<file path="config.mk">
export PLATFORM = sky130hd
export DESIGN_NAME = trap_controller
export DESIGN_NICKNAME = d
export VERILOG_FILES = /design/src/rtl/trap_controller.sv
export SDC_FILE = /design/constraint.sdc
export NUM_CORES = 1
export LEC_CHECK = 0
export CAP_MARGIN = 20
export CORE_AREA = 2 2 141 143
export CTS_BUF_LIST = sky130_fd_sc_hd__clkbuf_4
export DETAILED_ROUTE_END_ITERATION = 10
export DIE_AREA = 0 0 143 145
export DONT_BUFFER_PORTS = 1
export PLACE_DENSITY = 0.43
export SYNTH_ARGS = -nofsm -noshare
export SYNTH_HDL_FRONTEND = slang
export SYNTH_SLANG_ARGS = --single-unit
</file>
<file path="constraint.sdc">
create_clock -name clk -period 2.5 [get_ports clk]
set_input_delay 0.125 -clock clk [delete_from_list [all_inputs] [get_ports clk]]
set_output_delay 0.125 -clock clk [all_outputs]
set_load 0.01 [all_outputs]
</file>
<file path="src/rtl/trap_controller.sv">
// trap_controller: machine-mode trap sequencer between MEM stage and CSR file; optional timer interrupt via `define TRAP_TIMER_EN
module trap_controller #(
    parameter int          SYNC_STAGES = 2,
    parameter logic [31:0] CAUSE_EXT   = 32'h8000000B
) (
    input  logic        clk,
    input  logic        rst_n,
    input  logic        mem_valid,
    input  logic [31:0] pc_mem,
    input  logic [31:0] inst_mem,
    input  logic [31:0] addr_mem,
    input  logic        illegal_inst,
    input  logic        ecall,
    input  logic        l_fault,
    input  logic        s_fault,
    input  logic        mret_in,
    input  logic        ext_int,
    input  logic [31:0] mstatus,
    input  logic [31:0] mie,
    input  logic [31:0] mtvec,
    input  logic [31:0] mepc,
    output logic        trap_o,
    output logic [31:0] mepc_w,
    output logic [31:0] mcause_w,
    output logic [31:0] mtval_w,
    output logic        mret_o,
    output logic        redirect,
    output logic [31:0] redirect_pc,
    output logic        flush,
    output logic        kill_wb,
    output logic        busy
);
    typedef enum logic [1:0] {IDLE, TRAP, RET, DRAIN} state_t;
    state_t state, nxt;
    logic [SYNC_STAGES-1:0] sync;
    logic        int_q, int_pending, rise, int_take, tmr_take, exc, any_trap, trap_req, ret_req;
    logic [31:0] cause_nxt, tval_nxt;
    assign rise     = sync[SYNC_STAGES-1] & ~int_q;
    assign int_take = int_pending & mstatus[3] & mie[11];
    assign exc      = illegal_inst | ecall | l_fault | s_fault;
    assign any_trap = int_take | tmr_take | exc;
    assign trap_req = (state == IDLE) & mem_valid & any_trap;
    assign ret_req  = (state == IDLE) & mem_valid & mret_in & ~any_trap;
    assign kill_wb  = trap_req;
    assign trap_o   = state == TRAP;
    assign mret_o   = state == RET;
    assign redirect = trap_o | mret_o;
    assign flush    = state != IDLE;
    assign busy     = state != IDLE;
`ifdef TRAP_TIMER_EN
    logic [31:0] tmr_cnt;
    logic        tmr_pending;
    assign tmr_take = tmr_pending & mstatus[3] & mie[7];
    // Free-running down-counter; reloads when its interrupt is actually taken
    always_ff @(posedge clk or negedge rst_n) begin
        if (!rst_n) begin
            tmr_cnt     <= 32'd1000;
            tmr_pending <= 1'b0;
        end else if (trap_req & tmr_take & ~int_take) begin
            tmr_cnt     <= 32'd1000;
            tmr_pending <= 1'b0;
        end else begin
            tmr_cnt     <= (tmr_cnt == 32'd0) ? 32'd0 : tmr_cnt - 32'd1;
            tmr_pending <= tmr_pending | (tmr_cnt == 32'd0);
        end
    end
    logic unused_bits;
    assign unused_bits = ^{mstatus[31:4], mstatus[2:0], mie[31:12], mie[10:8], mie[6:0], mtvec[1:0]};
`else
    assign tmr_take = 1'b0;
    logic unused_bits;
    assign unused_bits = ^{mstatus[31:4], mstatus[2:0], mie[31:12], mie[10:0], mtvec[1:0]};
`endif
    // Highest-priority source chooses cause and trap value
    always_comb begin
        cause_nxt = int_take ? CAUSE_EXT : tmr_take ? 32'h80000007 : illegal_inst ? 32'd2 :
                    ecall ? 32'd11 : l_fault ? 32'd5 : 32'd7;
        tval_nxt  = (int_take | tmr_take | ecall & ~illegal_inst) ? 32'd0 :
                    illegal_inst ? inst_mem : addr_mem;
    end
    // Next state: a trap or return occupies exactly one strobe cycle plus one drain cycle
    always_comb begin
        nxt = state;
        nxt = (state == IDLE) ? (trap_req ? TRAP : ret_req ? RET : IDLE) :
              (state == DRAIN) ? IDLE : DRAIN;
    end
    // State register
    always_ff @(posedge clk or negedge rst_n) begin
        if (!rst_n) state <= IDLE;
        else        state <= nxt;
    end
    // Synchroniser plus edge latch; a new edge wins over the clear of the interrupt being taken
    always_ff @(posedge clk or negedge rst_n) begin
        if (!rst_n) begin
            sync        <= '0;
            int_q       <= 1'b0;
            int_pending <= 1'b0;
        end else begin
            sync        <= {sync[SYNC_STAGES-2:0], ext_int};
            int_q       <= sync[SYNC_STAGES-1];
            int_pending <= rise | (int_pending & ~(trap_req & int_take));
        end
    end
    // CSR write values and redirect target captured at the detect edge, held otherwise
    always_ff @(posedge clk or negedge rst_n) begin
        if (!rst_n) begin
            mepc_w      <= '0;
            mcause_w    <= '0;
            mtval_w     <= '0;
            redirect_pc <= '0;
        end else if (trap_req) begin
            mepc_w      <= pc_mem;
            mcause_w    <= cause_nxt;
            mtval_w     <= tval_nxt;
            redirect_pc <= {mtvec[31:2], 2'b00};
        end else if (ret_req) begin
            redirect_pc <= mepc;
        end
    end
endmodule

</file>
==> results.md, run 1 <==
Placed design:
- The routability congestion estimate from global placement is 0.7147.
- The standard cell area after detailed placement is 0.005602 mm^2.
- The count of input and output buffers is 0.
- The placed wire-length estimate after detailed placement is 9.424 mm.
- In this run, placement finished with an instance count of 676.

Synth:
- The number of warnings reported in the yosys synthesis log is 0.
- The synthesized design spends more area on one cell type than any other, namely dfrtp_1.
- In this run, synthesis inferred 0 flip-flops with an integrated enable.
- Among all flip-flop cells after synthesis, the most frequent one is dfrtp_1.
- The post-synth design cell area is 0.005336 mm^2.
- The flop and latch count out of synthesis is 107.
- Of all flip-flops after synthesis, the portion carrying an async set or reset was 100.0%.
- By area the synthesized netlist is led by dfrtp_1, mux2_2, mux2i_1.
- The cell count after synthesis came out at 423.
- Yosys mapped the design onto 36 distinct sky130hd cell types.
- In this run the biggest area consumer among cell types represents 50.18% of the synthesized area.
- A synthesized cell averages 12.62 um^2.
- The sequential area share after synthesis is 50.18%.

Die:
- 367 I/O pins were placed.
- The height of the die is 145 um.
- The initial utilization of the core area, before any placement, comes to 27.78%.
- The die is 143 um wide.
- The number of core rows is 51.

Clock network:
- The clock buffer count from CTS is 9.
- In this run the deepest clock path goes through 2 buffers.
- The number of sinks driven by the clock tree is 107.
- The clock root buffer is clkbuf_4.
- In this run the post-CTS setup repair buffer count came out at 1.
- After clock tree synthesis, the repair step resized 0 gates.
- The H-tree generated during clock tree synthesis spans 3 levels.
- In this run, post-CTS hold repair placed 139 buffers.

Status:
- The step where the flow halted is clock tree synthesis.
- The flow did not finish.
- The tool reported: "[ERROR RSZ-0060] Max buffer count reached".
## cell usage after synthesis, drive strengths merged, types with 2 or more instances
cell type,number
mux2,124
dfrtp,107
buf,46
inv,37
nand3,34
mux2i,32
clkbuf,7
a21oi,4
ha,4
o21ai,4
nand2,3
a32o,2
and3,2
## logic make-up after synthesis
group / synth area share (%)
muxes: 32.52
and+or+nand+nor: 4.854
DFF: 50.18
adders and majority gates: 0.9379
AOI/OAI and AO/OA: 2.345
other: 0.07027
buffers and inverters: 9.097
## metrics by stage
step	hold WS, ns	worst slack [ns]
2_1_floorplan	-0.1706	0.7203
3_3_place_gp	-0.1671	0.4052
3_5_place_dp	-0.1669	0.3597
==> run 2: changes to the inputs <==
==> config.mk (replaced) <==
export PLATFORM = sky130hd
export DESIGN_NAME = trap_controller
export DESIGN_NICKNAME = d
export VERILOG_FILES = /design/src/rtl/trap_controller.sv
export SDC_FILE = /design/constraint.sdc
export NUM_CORES = 1
export LEC_CHECK = 0
export CAP_MARGIN = 20
export CORE_UTILIZATION = 20
export DETAILED_ROUTE_END_ITERATION = 10
export DONT_BUFFER_PORTS = 1
export PLACE_DENSITY_LB_ADDON = 0.15
export SYNTH_ARGS = -nofsm -noshare
export SYNTH_HDL_FRONTEND = slang
export SYNTH_SLANG_ARGS = --single-unit
==> run 2 against run 1 <==
  * The flow now finishes, with violations (DRC, hold timing)
  * Synthesized area unchanged
  * Synthesized cell count unchanged
==> results.md, run 2 <==
Route:
- The number of design-rule violations left by the first detailed-router iteration is 112.
- The routed wirelength normalized by instance count is 16.28 um.
- The routed design has 13.42 mm of wire.
- Using the TritonRoute via totals, the vias-per-cell ratio works out to 3.971.
- The via count is 3272.
- The number of detailed-route iterations in the first pass is 7.
- In this run the remaining antenna-violating nets after routing total 0.
- The remaining design rule violation count is 38.

Worst setup path:
- The total buffers and inverters traversed by the critical path is 2.
- The launch point of the worst reg-to-reg path is state[0].
- The slowest stage of the critical path is the dfrtp_1 cell.
- The kind of launch point of the worst setup path is a flip-flop.
- The required time at the worst-slack endpoint is 2.75 ns.
- Along the worst path, the maximum fanout reaches 45.
- The number of cells on the worst reg-to-reg path is 6.
- The endpoint identified for the worst register-to-register timing path is mepc_w[16].
- The setup slack on the worst flop-to-flop path is 0.46 ns.
- The kind of critical path is reg -> reg.
- For this run, the slowest stage of the critical path takes 0.40 ns.
- The top cell family by delay on the critical path is flip-flops.
- The data arrival time of the critical path is 2.30 ns.
- The critical path goes through inv_1 > ha_1 > nand2_1 > a21oi_4 > buf_12 > mux2_2.
- STA classifies the critical path endpoint as a flip-flop.

Die:
- The die width came to 165.3 um (was 143 um).
- The number of top-level design ports was 367 (unchanged).
- The standard cell core area is 0.02613 mm^2.
- The starting utilization of the core area was 20.42% (was 27.78%).
- The total die area is 0.02734 mm^2.
- The number of core rows is 59 (was 51).
- The height of the die is 165.3 um (was 145 um).

Power and ir drop:
- IR analysis of the VDD net gives a maximum drop of 0.3664 mV.
- The cell leakage power is 2.761 nW.
- Dividing total power by cell area gives a power density of 1045 mW/mm^2.

Clock network:
- The insertion delay of the later-clocked pin in the worst-skew pair is 0.36 ns.
- TritonCTS built the clock tree.
- The number of post-CTS setup repair buffers is 0 (was 1).
- The number of buffers inserted for hold repair after clock tree synthesis is 70 (was 139).
- The deepest clock path buffer count came to 2 (unchanged).
- The number of sinks driven by the clock tree was 107 (unchanged).
- The clock buffer count from CTS is 9 (unchanged).
- The number of H-tree levels came to 3 (unchanged).
- The clock root buffer is clkbuf_16 (was clkbuf_4).
- The clock-pin slew on the worst setup and hold paths is 0.09 ns.

Timing:
- The worst clock skew on the final layout is 0.01697 ns.
- The max-slew violation total from the final report is 0.
- Setup violations remaining at the end of the flow were counted as 0.
- Setup slack closes at 0.4557 ns.
- Of the available clock period, the critical path in the final layout requires 81.77%.
- Setup repair after global routing left no endpoint under its margin.
- The hold violation count in the final report is 107.
- The worst path needs 2.044 ns of the cycle, external delays included.
- The worst hold slack is -0.5538 ns.
- For this run, the top clock speed supported by timing is 489.2 MHz.
- In the final timing run, aggregate negative setup slack is 0 ns.

Layout:
- In the final layout, the registers with the most flip-flops are mepc_w (32), mtval_w (32), redirect_pc (32).
- The library cells used most frequently in the layout, excluding fill and tap cells, are mux2_2, dfrtp_1, dlygate4sd3_1.
- The count of filler cells inserted in the layout is 2778.
- The net total in the final layout is 721.
- The area added between synthesis and finish is 24.08%.
- The share of cells above drive strength 1 is 30.88%.
- 0 antenna diodes ended up in the layout.
- Leaving out fill and tap cells, the most frequent cell in the layout is mux2_2.

Synth:
- The number of warnings reported in the yosys synthesis log is 0 (unchanged).
- The post-synth design cell area is 0.005336 mm^2 (unchanged).
- The dominant cell by count in the synthesized netlist is mux2_2 (unchanged).
- The dominant combinational cell family by area after synthesis is multiplexers (unchanged).
- The post-synthesis simple-gate area fraction is 4.853% (unchanged).
- Top post-synthesis cells by area: dfrtp_1, mux2_2, mux2i_1 (unchanged).
- The number of library cell types mapped by synthesis is 36 (unchanged).
- The number of cells produced by synthesis is 423 (unchanged).
- The area fraction of the dominant cell type after synthesis came to 50.18% (unchanged).
- The fraction of the mapped netlist area in compound gates came to 2.345% (unchanged).
- The primary flip-flop cell chosen by synthesis mapping is dfrtp_1 (unchanged).
- The flop and latch count out of synthesis was 107 (unchanged).
- The sequential area share after synthesis was 50.18% (unchanged).
- The cell type contributing the most total cell area after synthesis is dfrtp_1 (unchanged).
- Cell types with the highest counts after synthesis: mux2_2, dfrtp_1, inv_1 (unchanged).
- The share of synthesized area spent on multiplexers is 32.52% (unchanged).
- The proportion of synthesized flip-flops having asynchronous set or reset is 100.0% (unchanged).
- The synthesized area divided by synthesized cell count is 12.62 um^2 (unchanged).
- The adder-cell area share of the yosys netlist is 0.9379% (unchanged).
- The count of flip-flops with a built-in enable after synthesis is 0 (unchanged).
- The area share of xor/xnor cells in the synthesized design was 0% (unchanged).

Placed design:
- The routability congestion estimate from global placement is 0.6763 (was 0.7147).
- The count of input and output buffers is 0 (unchanged).
- The setup slack after placement is 0.3710 ns (was 0.3597 ns).
- The placed wire-length estimate after detailed placement is 9.204 mm (was 9.424 mm).

Global routing:
- The global-route usage over all layers is 9.666%.
- The first global-routing pass estimated 19.46 mm of wire.
- The initial antenna violation count came to 0.
- The number of global-route vias before repair is 3471.
- Entering global routing, the biggest net connects 108 pins.
- The residual overflow from global routing is 0.

Status:
- Run status: finished with violations (was aborted with a tool error).
- The checks that failed: DRC, hold timing.

Job:
- The number of violations of the max-capacitance limit is 0.

Min path:
- The type of the tightest min-delay check is in -> async.
==> run 2: cell counts after synthesis <==
No cell type changed its count.
==> run 2: cell families after synthesis <==
kind of cell	count (synthesis)
muxes	156
buffers and inverters	90
adders and majority gates	4
and+or+nand+nor	48
DFF	107
other	1
AOI/OAI and AO/OA	17
==> run 2: timing repair <==
item	in CTS	in global routing
setup endpoints to repair	0	0
gates resized for setup	0	0
hold endpoints to repair	176	107
==> run 2: metrics by stage <==
stage | power [mW] | util (%) | instances | area (um^2)
5_1_grt | 7.390 | 25.34 | 824 | 6621
4_1_cts | 7.077 | 25.34 | 824 | 6621
3_5_place_dp | 5.408 | 21.45 | 738 | 5604
2_1_floorplan | 4.941 | - | 449 | 5434
6_report | 6.921 | 25.34 | 824 | 6621
3_3_place_gp | 5.349 | 21.45 | 738 | 5604
==> run 2: layer usage <==
metal	vias to the layer above	global-route usage [%]	share of wire [%]
met5	-	0	0
met3	11	2.448	7.4
li1	1522	-	-
met1	1593	10.30	37
met2	146	17.69	54
met4	0	4.587	1.6
==> run 2: worst max path at each step <==
stage              from         endpoint  slack, ns  cells after the start
6_report       state[0]       mepc_w[16]       0.46                      6
5_1_grt        state[1]          kill_wb       0.34                      5
4_1_cts        state[0]          kill_wb       0.40                      5
3_5_place_dp   state[0]       mepc_w[16]       0.37                      6
3_3_place_gp   state[0]       mepc_w[17]       0.45                      6
2_1_floorplan  state[0]  redirect_pc[22]       0.72                      7
==> run 2: area by class of cell <==
cell class,count,area [um^2],area share [%]
Clock buffer,9,225.2,3.401
Clock inverter,7,91.34,1.379
Inverter,37,138.9,2.098
Multi-Input combinational cell,252,2278,34.41
Sequential cell,107,2678,40.44
Tap cell,335,419.2,6.330
Timing Repair Buffer,77,790.8,11.94
==> run 2: power by group <==
part | leakage, nW | switching, mW | internal, mW
sequential | 1.28 | 1.01 | 2.56
clock | 0.151 | 0.784 | 0.720
combinational | 1.33 | 0.722 | 1.12
total | 2.76 | 2.52 | 4.40
(Power assumes the default switching activity.)
